$ cat config.mk
export PLATFORM = sky130hd
export DESIGN_NAME = sram_req_adapter_flat
export DESIGN_NICKNAME = d
export VERILOG_FILES = /design/src/rtl/sram_pkg.sv /design/src/rtl/sram_req_adapter_if.sv /design/src/rtl/sram_req_adapter_resp_fifo.sv /design/src/rtl/sram_req_adapter.sv /design/src/flat_wrapper.sv
export SDC_FILE = /design/constraint.sdc
export NUM_CORES = 1
export LEC_CHECK = 0
export ABC_CLOCK_PERIOD_IN_PS = 20500
export BUFFER_PORTS_ARGS = -buffer_cell sky130_fd_sc_hd__buf_2
export CAP_MARGIN = 20
export CORE_AREA = 5 5 219 221
export CTS_CLUSTER_DIAMETER = 120
export DETAILED_ROUTE_END_ITERATION = 10
export DIE_AREA = 0 0 224 226
export PLACE_DENSITY = 0.51
export SYNTH_ARGS = -nofsm -noshare
export SYNTH_HDL_FRONTEND = slang
export SYNTH_SLANG_ARGS = --single-unit
$ cat constraint.sdc
create_clock -name clock -period 20.5 [get_ports clock]
set_input_delay 0 -clock clock [delete_from_list [all_inputs] [get_ports clock]]
set_output_delay 0 -clock clock [all_outputs]
set_load 0.02 [all_outputs]
$ cat src/rtl/sram_pkg.sv
// Shared SRAM geometry constants and the write-mask width helper.
// Used by the request adapter, its interface and the SRAM macro wrapper.
package sram_pkg;

    localparam int SRAM_ADDR_WIDTH = 10;
    localparam int SRAM_DATA_WIDTH = 128;
    localparam int SRAM_MASK_UNIT  = 8;

    // Number of write-mask lanes needed to cover a data word (rounded up).
    function automatic int mask_width(input int data_width, input int mask_unit);
        return (data_width + mask_unit - 1) / mask_unit;
    endfunction

endpackage

$ cat src/rtl/sram_req_adapter_if.sv
// Request / read-response channel bundle between a client and sram_req_adapter.
// master: the requesting client.  slave: the adapter.
interface sram_req_adapter_if import sram_pkg::*; #(
    parameter int ADDR_WIDTH = SRAM_ADDR_WIDTH,
    parameter int DATA_WIDTH = SRAM_DATA_WIDTH,
    parameter int MASK_WIDTH = mask_width(SRAM_DATA_WIDTH, SRAM_MASK_UNIT)
);

    logic                  req_valid;
    logic                  req_ready;
    logic                  req_write;
    logic [ADDR_WIDTH-1:0] req_addr;
    logic [MASK_WIDTH-1:0] req_mask;
    logic [DATA_WIDTH-1:0] req_data;

    logic                  resp_valid;
    logic                  resp_ready;
    logic [DATA_WIDTH-1:0] resp_data;

    modport master (
        output req_valid, req_write, req_addr, req_mask, req_data, resp_ready,
        input  req_ready, resp_valid, resp_data
    );

    modport slave (
        input  req_valid, req_write, req_addr, req_mask, req_data, resp_ready,
        output req_ready, resp_valid, resp_data
    );

endinterface

$ cat src/rtl/sram_req_adapter_resp_fifo.sv
// sram_resp_fifo: small circular response buffer (DEPTH x WIDTH).
// Pointers wrap modulo DEPTH so non power-of-two depths work.
// Storage is deliberately left unreset; only pointers and occupancy are cleared.
module sram_resp_fifo import sram_pkg::*; #(
    parameter int DEPTH = 2,
    parameter int WIDTH = SRAM_DATA_WIDTH
) (
    input  logic                           clock,
    input  logic                           reset_n,
    input  logic                           push,
    input  logic [WIDTH-1:0]               push_data,
    input  logic                           pop,
    output logic [WIDTH-1:0]               head_data,
    output logic [$clog2(DEPTH + 1)-1:0]   count
);

    localparam int CNT_W = $clog2(DEPTH + 1);
    localparam int PTR_W = (DEPTH > 1) ? $clog2(DEPTH) : 1;

    logic [WIDTH-1:0] mem_r [DEPTH];
    logic [PTR_W-1:0] wr_ptr_r;
    logic [PTR_W-1:0] rd_ptr_r;
    logic [CNT_W-1:0] count_r;

    // Advance a pointer, wrapping at the last entry.
    function automatic logic [PTR_W-1:0] ptr_next(input logic [PTR_W-1:0] ptr);
        if (ptr == PTR_W'(DEPTH - 1)) begin
            return {PTR_W{1'b0}};
        end else begin
            return ptr + PTR_W'(1);
        end
    endfunction

    // Write the pushed word into the slot under the write pointer.
    always_ff @(posedge clock) begin
        if (push) begin
            mem_r[wr_ptr_r] <= push_data;
        end
    end

    // Pointer and occupancy bookkeeping; push+pop together keeps count.
    always_ff @(posedge clock or negedge reset_n) begin
        if (!reset_n) begin
            wr_ptr_r <= {PTR_W{1'b0}};
            rd_ptr_r <= {PTR_W{1'b0}};
            count_r  <= {CNT_W{1'b0}};
        end else begin
            if (push) begin
                wr_ptr_r <= ptr_next(wr_ptr_r);
            end
            if (pop) begin
                rd_ptr_r <= ptr_next(rd_ptr_r);
            end
            case ({push, pop})
                2'b10:   count_r <= count_r + CNT_W'(1);
                2'b01:   count_r <= count_r - CNT_W'(1);
                default: count_r <= count_r;
            endcase
        end
    end

    assign head_data = mem_r[rd_ptr_r];
    assign count     = count_r;

endmodule

$ cat src/rtl/sram_req_adapter.sv
// sram_req_adapter: turns a valid/ready request channel into single-port SRAM
// accesses and returns read data over a valid/ready response channel.
// Requests are only accepted while a response slot is guaranteed (credit =
// FIFO occupancy + the read currently coming out of the SRAM), so the SRAM
// never needs to stall. With an empty FIFO the SRAM output bypasses straight
// to the response channel, giving one-cycle read latency.
// Optional feature macro: SRAM_REQ_ADAPTER_WRITE_ACK_EN -- writes also return
// one all-zero response, ordered with reads.
module sram_req_adapter import sram_pkg::*; #(
    parameter int ADDR_WIDTH = SRAM_ADDR_WIDTH,
    parameter int DATA_WIDTH = SRAM_DATA_WIDTH,
    parameter int MASK_UNIT  = SRAM_MASK_UNIT,
    parameter int MASK_WIDTH = mask_width(DATA_WIDTH, MASK_UNIT),
    parameter int RESP_DEPTH = 2
) (
    input  logic                  clock,
    input  logic                  reset_n,
    sram_req_adapter_if.slave     bus,
    output logic                  sram_enable,
    output logic                  sram_write,
    output logic [ADDR_WIDTH-1:0] sram_addr,
    output logic [MASK_WIDTH-1:0] sram_mask,
    output logic [DATA_WIDTH-1:0] sram_dataIn,
    input  logic [DATA_WIDTH-1:0] sram_dataOut
);

    localparam int CNT_W = $clog2(RESP_DEPTH + 1);

    logic                  fire_s;
    logic                  launch_s;
    logic                  inflight_r;
    logic [DATA_WIDTH-1:0] resp_word_s;
    logic [CNT_W-1:0]      count_s;
    logic [DATA_WIDTH-1:0] head_s;
    logic                  push_s;
    logic                  pop_s;
    logic                  resp_valid_s;
    logic [DATA_WIDTH-1:0] resp_data_s;

    // Credit check depends only on state, never on the incoming request.
    assign bus.req_ready = ({1'b0, count_s} + {{CNT_W{1'b0}}, inflight_r})
                           < (CNT_W + 1)'(RESP_DEPTH);
    assign fire_s        = bus.req_valid && bus.req_ready;

    assign sram_enable = fire_s;
    assign sram_write  = bus.req_write;
    assign sram_addr   = bus.req_addr;
    assign sram_mask   = bus.req_mask;
    assign sram_dataIn = bus.req_data;

`ifdef SRAM_REQ_ADAPTER_WRITE_ACK_EN
    logic ack_r;

    assign launch_s    = fire_s;
    assign resp_word_s = ack_r ? {DATA_WIDTH{1'b0}} : sram_dataOut;

    // Remember that the word leaving the SRAM this cycle is a write acknowledge.
    always_ff @(posedge clock or negedge reset_n) begin
        if (!reset_n) begin
            ack_r <= 1'b0;
        end else begin
            ack_r <= fire_s && bus.req_write;
        end
    end
`else
    assign launch_s    = fire_s && !bus.req_write;
    assign resp_word_s = sram_dataOut;
`endif

    // Flag the cycle in which the SRAM presents data for an accepted request.
    always_ff @(posedge clock or negedge reset_n) begin
        if (!reset_n) begin
            inflight_r <= 1'b0;
        end else begin
            inflight_r <= launch_s;
        end
    end

    // Response steering: FIFO head first, else bypass the SRAM word.
    always_comb begin
        push_s       = 1'b0;
        pop_s        = 1'b0;
        resp_valid_s = 1'b0;
        resp_data_s  = {DATA_WIDTH{1'b0}};
        if (count_s != {CNT_W{1'b0}}) begin
            resp_valid_s = 1'b1;
            resp_data_s  = head_s;
            pop_s        = bus.resp_ready;
            push_s       = inflight_r;
        end else if (inflight_r) begin
            resp_valid_s = 1'b1;
            resp_data_s  = resp_word_s;
            push_s       = !bus.resp_ready;
        end else begin
            resp_valid_s = 1'b0;
        end
    end

    assign bus.resp_valid = resp_valid_s;
    assign bus.resp_data  = resp_data_s;

    sram_resp_fifo #(
        .DEPTH (RESP_DEPTH),
        .WIDTH (DATA_WIDTH)
    ) u_resp_fifo (
        .clock     (clock),
        .reset_n   (reset_n),
        .push      (push_s),
        .push_data (resp_word_s),
        .pop       (pop_s),
        .head_data (head_s),
        .count     (count_s)
    );

endmodule

$ cat src/flat_wrapper.sv
// flat-port wrapper written by rule: the top's interface ports become plain ports
module sram_req_adapter_flat import sram_pkg::*;
#(
    parameter int ADDR_WIDTH = SRAM_ADDR_WIDTH,
    parameter int DATA_WIDTH = SRAM_DATA_WIDTH,
    parameter int MASK_UNIT  = SRAM_MASK_UNIT,
    parameter int MASK_WIDTH = mask_width(DATA_WIDTH, MASK_UNIT),
    parameter int RESP_DEPTH = 2
)
  (clock, reset_n, sram_enable, sram_write, sram_addr, sram_mask, sram_dataIn, sram_dataOut, bus_req_valid, bus_req_write, bus_req_addr, bus_req_mask, bus_req_data, bus_resp_ready, bus_req_ready, bus_resp_valid, bus_resp_data);
  sram_req_adapter_if #(.ADDR_WIDTH(ADDR_WIDTH), .DATA_WIDTH(DATA_WIDTH), .MASK_WIDTH(MASK_WIDTH)) bus_i ();
  input  logic clock;
  input  logic reset_n;
  output logic sram_enable;
  output logic sram_write;
  output logic [ADDR_WIDTH-1:0] sram_addr;
  output logic [MASK_WIDTH-1:0] sram_mask;
  output logic [DATA_WIDTH-1:0] sram_dataIn;
  input  logic [DATA_WIDTH-1:0] sram_dataOut;
  input wire logic [$bits(bus_i.req_valid)-1:0] bus_req_valid;
  input wire logic [$bits(bus_i.req_write)-1:0] bus_req_write;
  input wire logic [$bits(bus_i.req_addr)-1:0] bus_req_addr;
  input wire logic [$bits(bus_i.req_mask)-1:0] bus_req_mask;
  input wire logic [$bits(bus_i.req_data)-1:0] bus_req_data;
  input wire logic [$bits(bus_i.resp_ready)-1:0] bus_resp_ready;
  output wire logic [$bits(bus_i.req_ready)-1:0] bus_req_ready;
  output wire logic [$bits(bus_i.resp_valid)-1:0] bus_resp_valid;
  output wire logic [$bits(bus_i.resp_data)-1:0] bus_resp_data;
  assign bus_i.req_valid = bus_req_valid;
  assign bus_i.req_write = bus_req_write;
  assign bus_i.req_addr = bus_req_addr;
  assign bus_i.req_mask = bus_req_mask;
  assign bus_i.req_data = bus_req_data;
  assign bus_i.resp_ready = bus_resp_ready;
  assign bus_req_ready = bus_i.req_ready;
  assign bus_resp_valid = bus_i.resp_valid;
  assign bus_resp_data = bus_i.resp_data;
  sram_req_adapter #(.ADDR_WIDTH(ADDR_WIDTH), .DATA_WIDTH(DATA_WIDTH), .MASK_UNIT(MASK_UNIT), .MASK_WIDTH(MASK_WIDTH), .RESP_DEPTH(RESP_DEPTH)) u_core (.clock(clock), .reset_n(reset_n), .bus(bus_i), .sram_enable(sram_enable), .sram_write(sram_write), .sram_addr(sram_addr), .sram_mask(sram_mask), .sram_dataIn(sram_dataIn), .sram_dataOut(sram_dataOut));
endmodule
Yosys cells after proc, flatten, opt, wreduce, memory -nomap -nowiden. Memories as Yosys holds them, arrays and structs flattened. Index checks and enable logic that the tools add are counted.

Memories kept: 1. Input bits: 287. Word-level logic and storage cells: 31. Bits in writable memories: 256. Output and inout bits: 286. Flip-flop bits (word level): 5.

Equal/unequal tests: 2. Reduce and logical (&&, ||, !) cells: 6. Muxes and demuxes: 12. Add/subtract/negate cells: 5. Magnitude comparators: 1.

Memory list: u_core.u_resp_fifo.mem_r (words 2, bits a word 128, rd ports 1, clocked after Yosys merged registers in 0, wr ports 1, RTL line sram_req_adapter_resp_fifo.sv:20) `logic [WIDTH-1:0] mem_r [DEPTH];`.

Operators by type and width (count): $mux 128 (2); $mux 1 (9); $pmux 2 s2 (1); $reduce_bool 2->1 (2); $add 2x1->3 (1); $lt 3x2->1 const B (1); $add 1x1->1 const B (2); $add 2x1->2 const B (1); $eq 2x1->1 const B (1); $eq 2x2->1 const B (1); $logic_and 1x1->1 (2); $logic_not 1->1 (2); $sub 2x1->2 const B (1).

Longest topological paths before layout.
Depth after elaboration: 5. Gate-level depth with buffers: 8. Depth with buffers taken out: 6.

By module. Synthesis repeated with hierarchy kept, for this count alone.

Cell total of the unflattened synthesis: 1020. Area, all modules: 12918.6 µm².

Modules (own cells, without submodules): sram_resp_fifo (area an instance 9454.1 µm², cells each 412, instances 1, seq. area each 7787.5 µm²); sram_req_adapter (area an instance 3464.6 µm², cells each 608, instances 1, seq. area each 25.0 µm²).

Least setup slack after synthesis. OpenSTA, ideal clock, no wires.

Path type: register to register. Start: reg u_core.u_resp_fifo.count_r[0], in the netlist u_core.u_resp_fifo.count[0]. End: mem u_core.u_resp_fifo.mem_r[0][0] (netlist bit) (enable). Setup time: 0.616 ns. Path slack: 13.548 ns. Stages on the path, launching flop included: 6. Arrival time: 6.336 ns. Period minus slack after synthesis: 6.952 ns. Buffers on the path: 2. Data required time: 19.884 ns. Cell sequence: dfrtp_1 -> nor2_4 -> buf_6 -> buf_6 -> a21bo_4 -> nor2_1.

Longest elaborated chain between the ends: 4.

RTL lines: start, declared (RTL line sram_req_adapter_resp_fifo.sv:23) `logic [CNT_W-1:0] count_r;`; start signal, assigned (RTL line sram_req_adapter_resp_fifo.sv:46) `count_r <= {CNT_W{1'b0}};`; start signal, assigned (RTL line sram_req_adapter_resp_fifo.sv:55) `2'b10: count_r <= count_r + CNT_W'(1);`; start signal, assigned (RTL line sram_req_adapter_resp_fifo.sv:56) `2'b01: count_r <= count_r - CNT_W'(1);`; $reduce_bool 2->1 (RTL line sram_req_adapter.sv:85) `if (count_s != {CNT_W{1'b0}}) begin`; $mux 1 (RTL line sram_req_adapter.sv:85); $mux 1 (RTL line sram_req_adapter_resp_fifo.sv:36) `if (push) begin`; $mux 1 (not written as such) (RTL line sram_req_adapter_resp_fifo.sv:37) `mem_r[wr_ptr_r] <= push_data;`; end, declared (RTL line sram_req_adapter_resp_fifo.sv:20).

Every way passes these cells.

Final worst setup path.
Start: reg u_core.u_resp_fifo.count_r[0], in the netlist u_core.u_resp_fifo.count[0]. End: out bus_resp_data[47].

Longest elaborated chain between the ends: 2.

RTL lines: $reduce_bool 2->1 (RTL line sram_req_adapter.sv:85); $mux 128 (RTL line sram_req_adapter.sv:85); end, declared (RTL line flat_wrapper.sv:28) `output wire logic [$bits(bus_i.resp_data)-1:0] bus_resp_data;`.

Every way passes these cells.

==> results.md <==
* Most common cell after layout, fill and taps aside: buf_2
* Synthesis-stage register bit count at 261
* Max-cap violations at 0
* Final Instance Area at 14900 um2
* CTS buffer count at 29
* Vias/cell at 4.31
* Initial antenna violation count at 1
* Syn Nets at 1162
* Iter 0 DRT Violations at 362
* Total Routed Length at 30000 um
* Worst-path maximum fanout at 94
* Vias in the first global route at 7715
* Via Count at approximately 7500
* Yosys cell types at 23
* 1st-pass router iterations at 4
* Startpoint Class: flop
* Share of post-route cells with drive strength above 1 at 29.0%
* H-tree Lvls at 1
* Antenna Nets Post-Route at 0
* Root Driver: clkbuf_16
* Initial Utilization at 26.1%
* Synth Warn # at 0
* CP endpoint kind: output pin
* Syn Area/Cell at 13.7 um2
* GPL Wtd Cong at ~0.7
* # hold bufs at CTS at 133
* Drt wl/cell at 17.4 um
* Placed Area at 12700 um2
* Chip height at ~230 um
* Final Hold Vio Count at 0
* Clock sinks at 261
* # Post-CTS Setup Buffers at 0
* Full die area at 50600 um2
* Num ports at 573
* Tcrit/Tclk final at between 15 and 20%
* Minimum clock period after layout at 3.19 ns
* Largest net degree at the start of global routing at 95
* Primary FF master, synth: edfxtp_1
* Mapped Area at 12000 um2
* Worst slew pin tran at 1.05 ns
* Hpwl dp at 18900 um
* Setup violations, final at 0
* Final Max Slew Viols at 0
* Leakage power at between 5 and 6 nW
* RSZ-0062 raised after global routing: no
* TritonCTS clock tree: yes
* Tot Pwr at around 1.9 mW
* Required @ worst endpoint at between 20 and 25 ns
* Clock latency on the worst-skew pair at about 0.54 ns
* Crit path kind: reg -> out
* Worst slew margin at between 30% and 40%
* PD cells at 127 nW/um2
* Row count at 79
* Layout area overhead at 24.5%
* Clock buffer depth at 3
* Status: complete, no violations
* DRC at 0
* Synth async-reset ratio at 1.92%
* Fin Setup TNS at 0 ns
* Hold Crit Class: in -> out
* Post-synth EDFFs at roughly 260
* Most frequent cells in the layout: buf_2 (264), edfxtp_1 (256), dlygate4sd3_1 (133)
* Port Buffers at 264
* First-pass GRT wire length at roughly 45000 um
* Post-Route Skew at between 0.01 and 0.015 ns
* Worst endpoint data arrival time at 3.19 ns
* Worst IR drop on VDD at 0.0741 mV
* Chip Width at ~220 um
* Gr ovfl total at 0
* Core Area at 46000 um2
* Reg clk slew, reported paths at 0.06 ns
* Post-CTS Resized at 0
* Total Routing Usage GR at around 11%
* Nets@finish at 1390
* Max Freq at 313 MHz
* Mapped Cells at around 870
* Sequential-to-total area share from yosys stat at 65.2%
==> kinds of logic (layout without fill, tap and decap cells) <==
group / Yosys count / in the layout / synth area share [%]
AOI/OAI and AO/OA: 130 / 130 / 5.52
xor gates and xnor gates: 5 / 5 / 0.428
adders and majority gates: 1 / 1 / 0.104
buffers and inverters: 213 / 461 / 12.3
DFF: 261 / 261 / 65.2
muxes: 128 / 128 / 10.7
other: 0 / 1 / 0
and+or+nand+nor: 136 / 136 / 5.76
==> cells in the mapped netlist (2+ instances only) <==
library cell / instances / area share [%]
o21ai_0: 128 / 5.3
edfxtp_1: 256 / 64
xor2_1: 2 / 0.15
clkbuf_1: 23 / 0.72
buf_4: 170 / 11
buf_6: 3 / 0.28
mux2i_1: 128 / 11
xnor2_1: 2 / 0.15
buf_2: 12 / 0.50
dfrtp_1: 5 / 1.0
buf_1: 4 / 0.13
nand3_1: 128 / 5.3
nor2_1: 3 / 0.094
==> area by class of cell <==
cell class	instances	area (um2)
antenna	1	2.50
inverter	1	3.75
multi-input combinational	400	2710
clock inverter	12	60.1
sequential	261	7820
timing repair buffer	409	2760
clock buffer	39	813
fill	4567	31000
tap	607	759
==> registers in the layout (all words and copies together) (netlist names) <==
name and flops:
u_core.inflight_r 1, u_core.u_resp_fifo.count 2, u_core.u_resp_fifo.mem_r 256, u_core.u_resp_fifo.rd_ptr_r 1, u_core.u_resp_fifo.wr_ptr_r 1
==> metrics by stage <==
stage	setup slack, ns	utilization [%]	cells	hold WS [ns]
6_report	17.31	32.5	1730	0.00000687
3_3_place_gp	17.54	27.6	1544	-0.173
2_1_floorplan	13.55	-	874	-0.296
4_1_cts	17.22	32.4	1728	0.000137
5_1_grt	17.04	32.5	1730	0.0000292
3_5_place_dp	17.51	27.6	1544	-0.171
==> report_power, final <==
part | internal, mW | switching [mW] | leakage (nW)
Clock | 0.275 | 0.200 | 0.431
Sequential | 0.650 | 0.0334 | 2.38
Combinational | 0.246 | 0.495 | 2.76
Total | 1.17 | 0.728 | 5.57
==> worst max-delay path: stages, from the launching register on <==
cell	delay, ns
dfrtp_1	0.45
nor2_4	0.15
buf_4	0.58
buf_4	0.78
o21ai_0	0.32
buf_2	0.24
==> layer usage <==
layer  track usage [%]  wire length [um]  vias up
met5             0.380                 0        -
met4              4.15              1000        0
met3              3.60              2460       75
met2              18.8             14500      322
met1              13.2             12100     3510
li1                  -                 -     3545
==> path summary, 6_finish.rpt <==
| check | startpoint | to | slack, ns | depth (start not counted) |
|---|---|---|---|---|
| max | u_core.u_resp_fifo.count[0]$_DFFE_PN0P_ | bus_resp_data[47] | 17.31 | 5 |
| min | bus_req_data[110] | sram_dataIn[110] | 0.000007 | 0 |
| max reg2reg | u_core.inflight_r$_DFF_PN0_ | u_core.u_resp_fifo.mem_r[0][84]$_DFFE_PP_ | 17.95 | 3 |
| min reg2reg | u_core.u_resp_fifo.count[1]$_DFFE_PN0P_ | u_core.u_resp_fifo.count[1]$_DFFE_PN0P_ | 0.57 | 1 |
| max in group asynchronous | reset_n | u_core.u_resp_fifo.rd_ptr_r$_DFFE_PN0P_ | 19.86 | 3 |
| min in group asynchronous | reset_n | u_core.u_resp_fifo.wr_ptr_r$_DFFE_PN0P_ | 0.41 | 3 |
No activity file was read; power rests on OpenSTA's default activity.
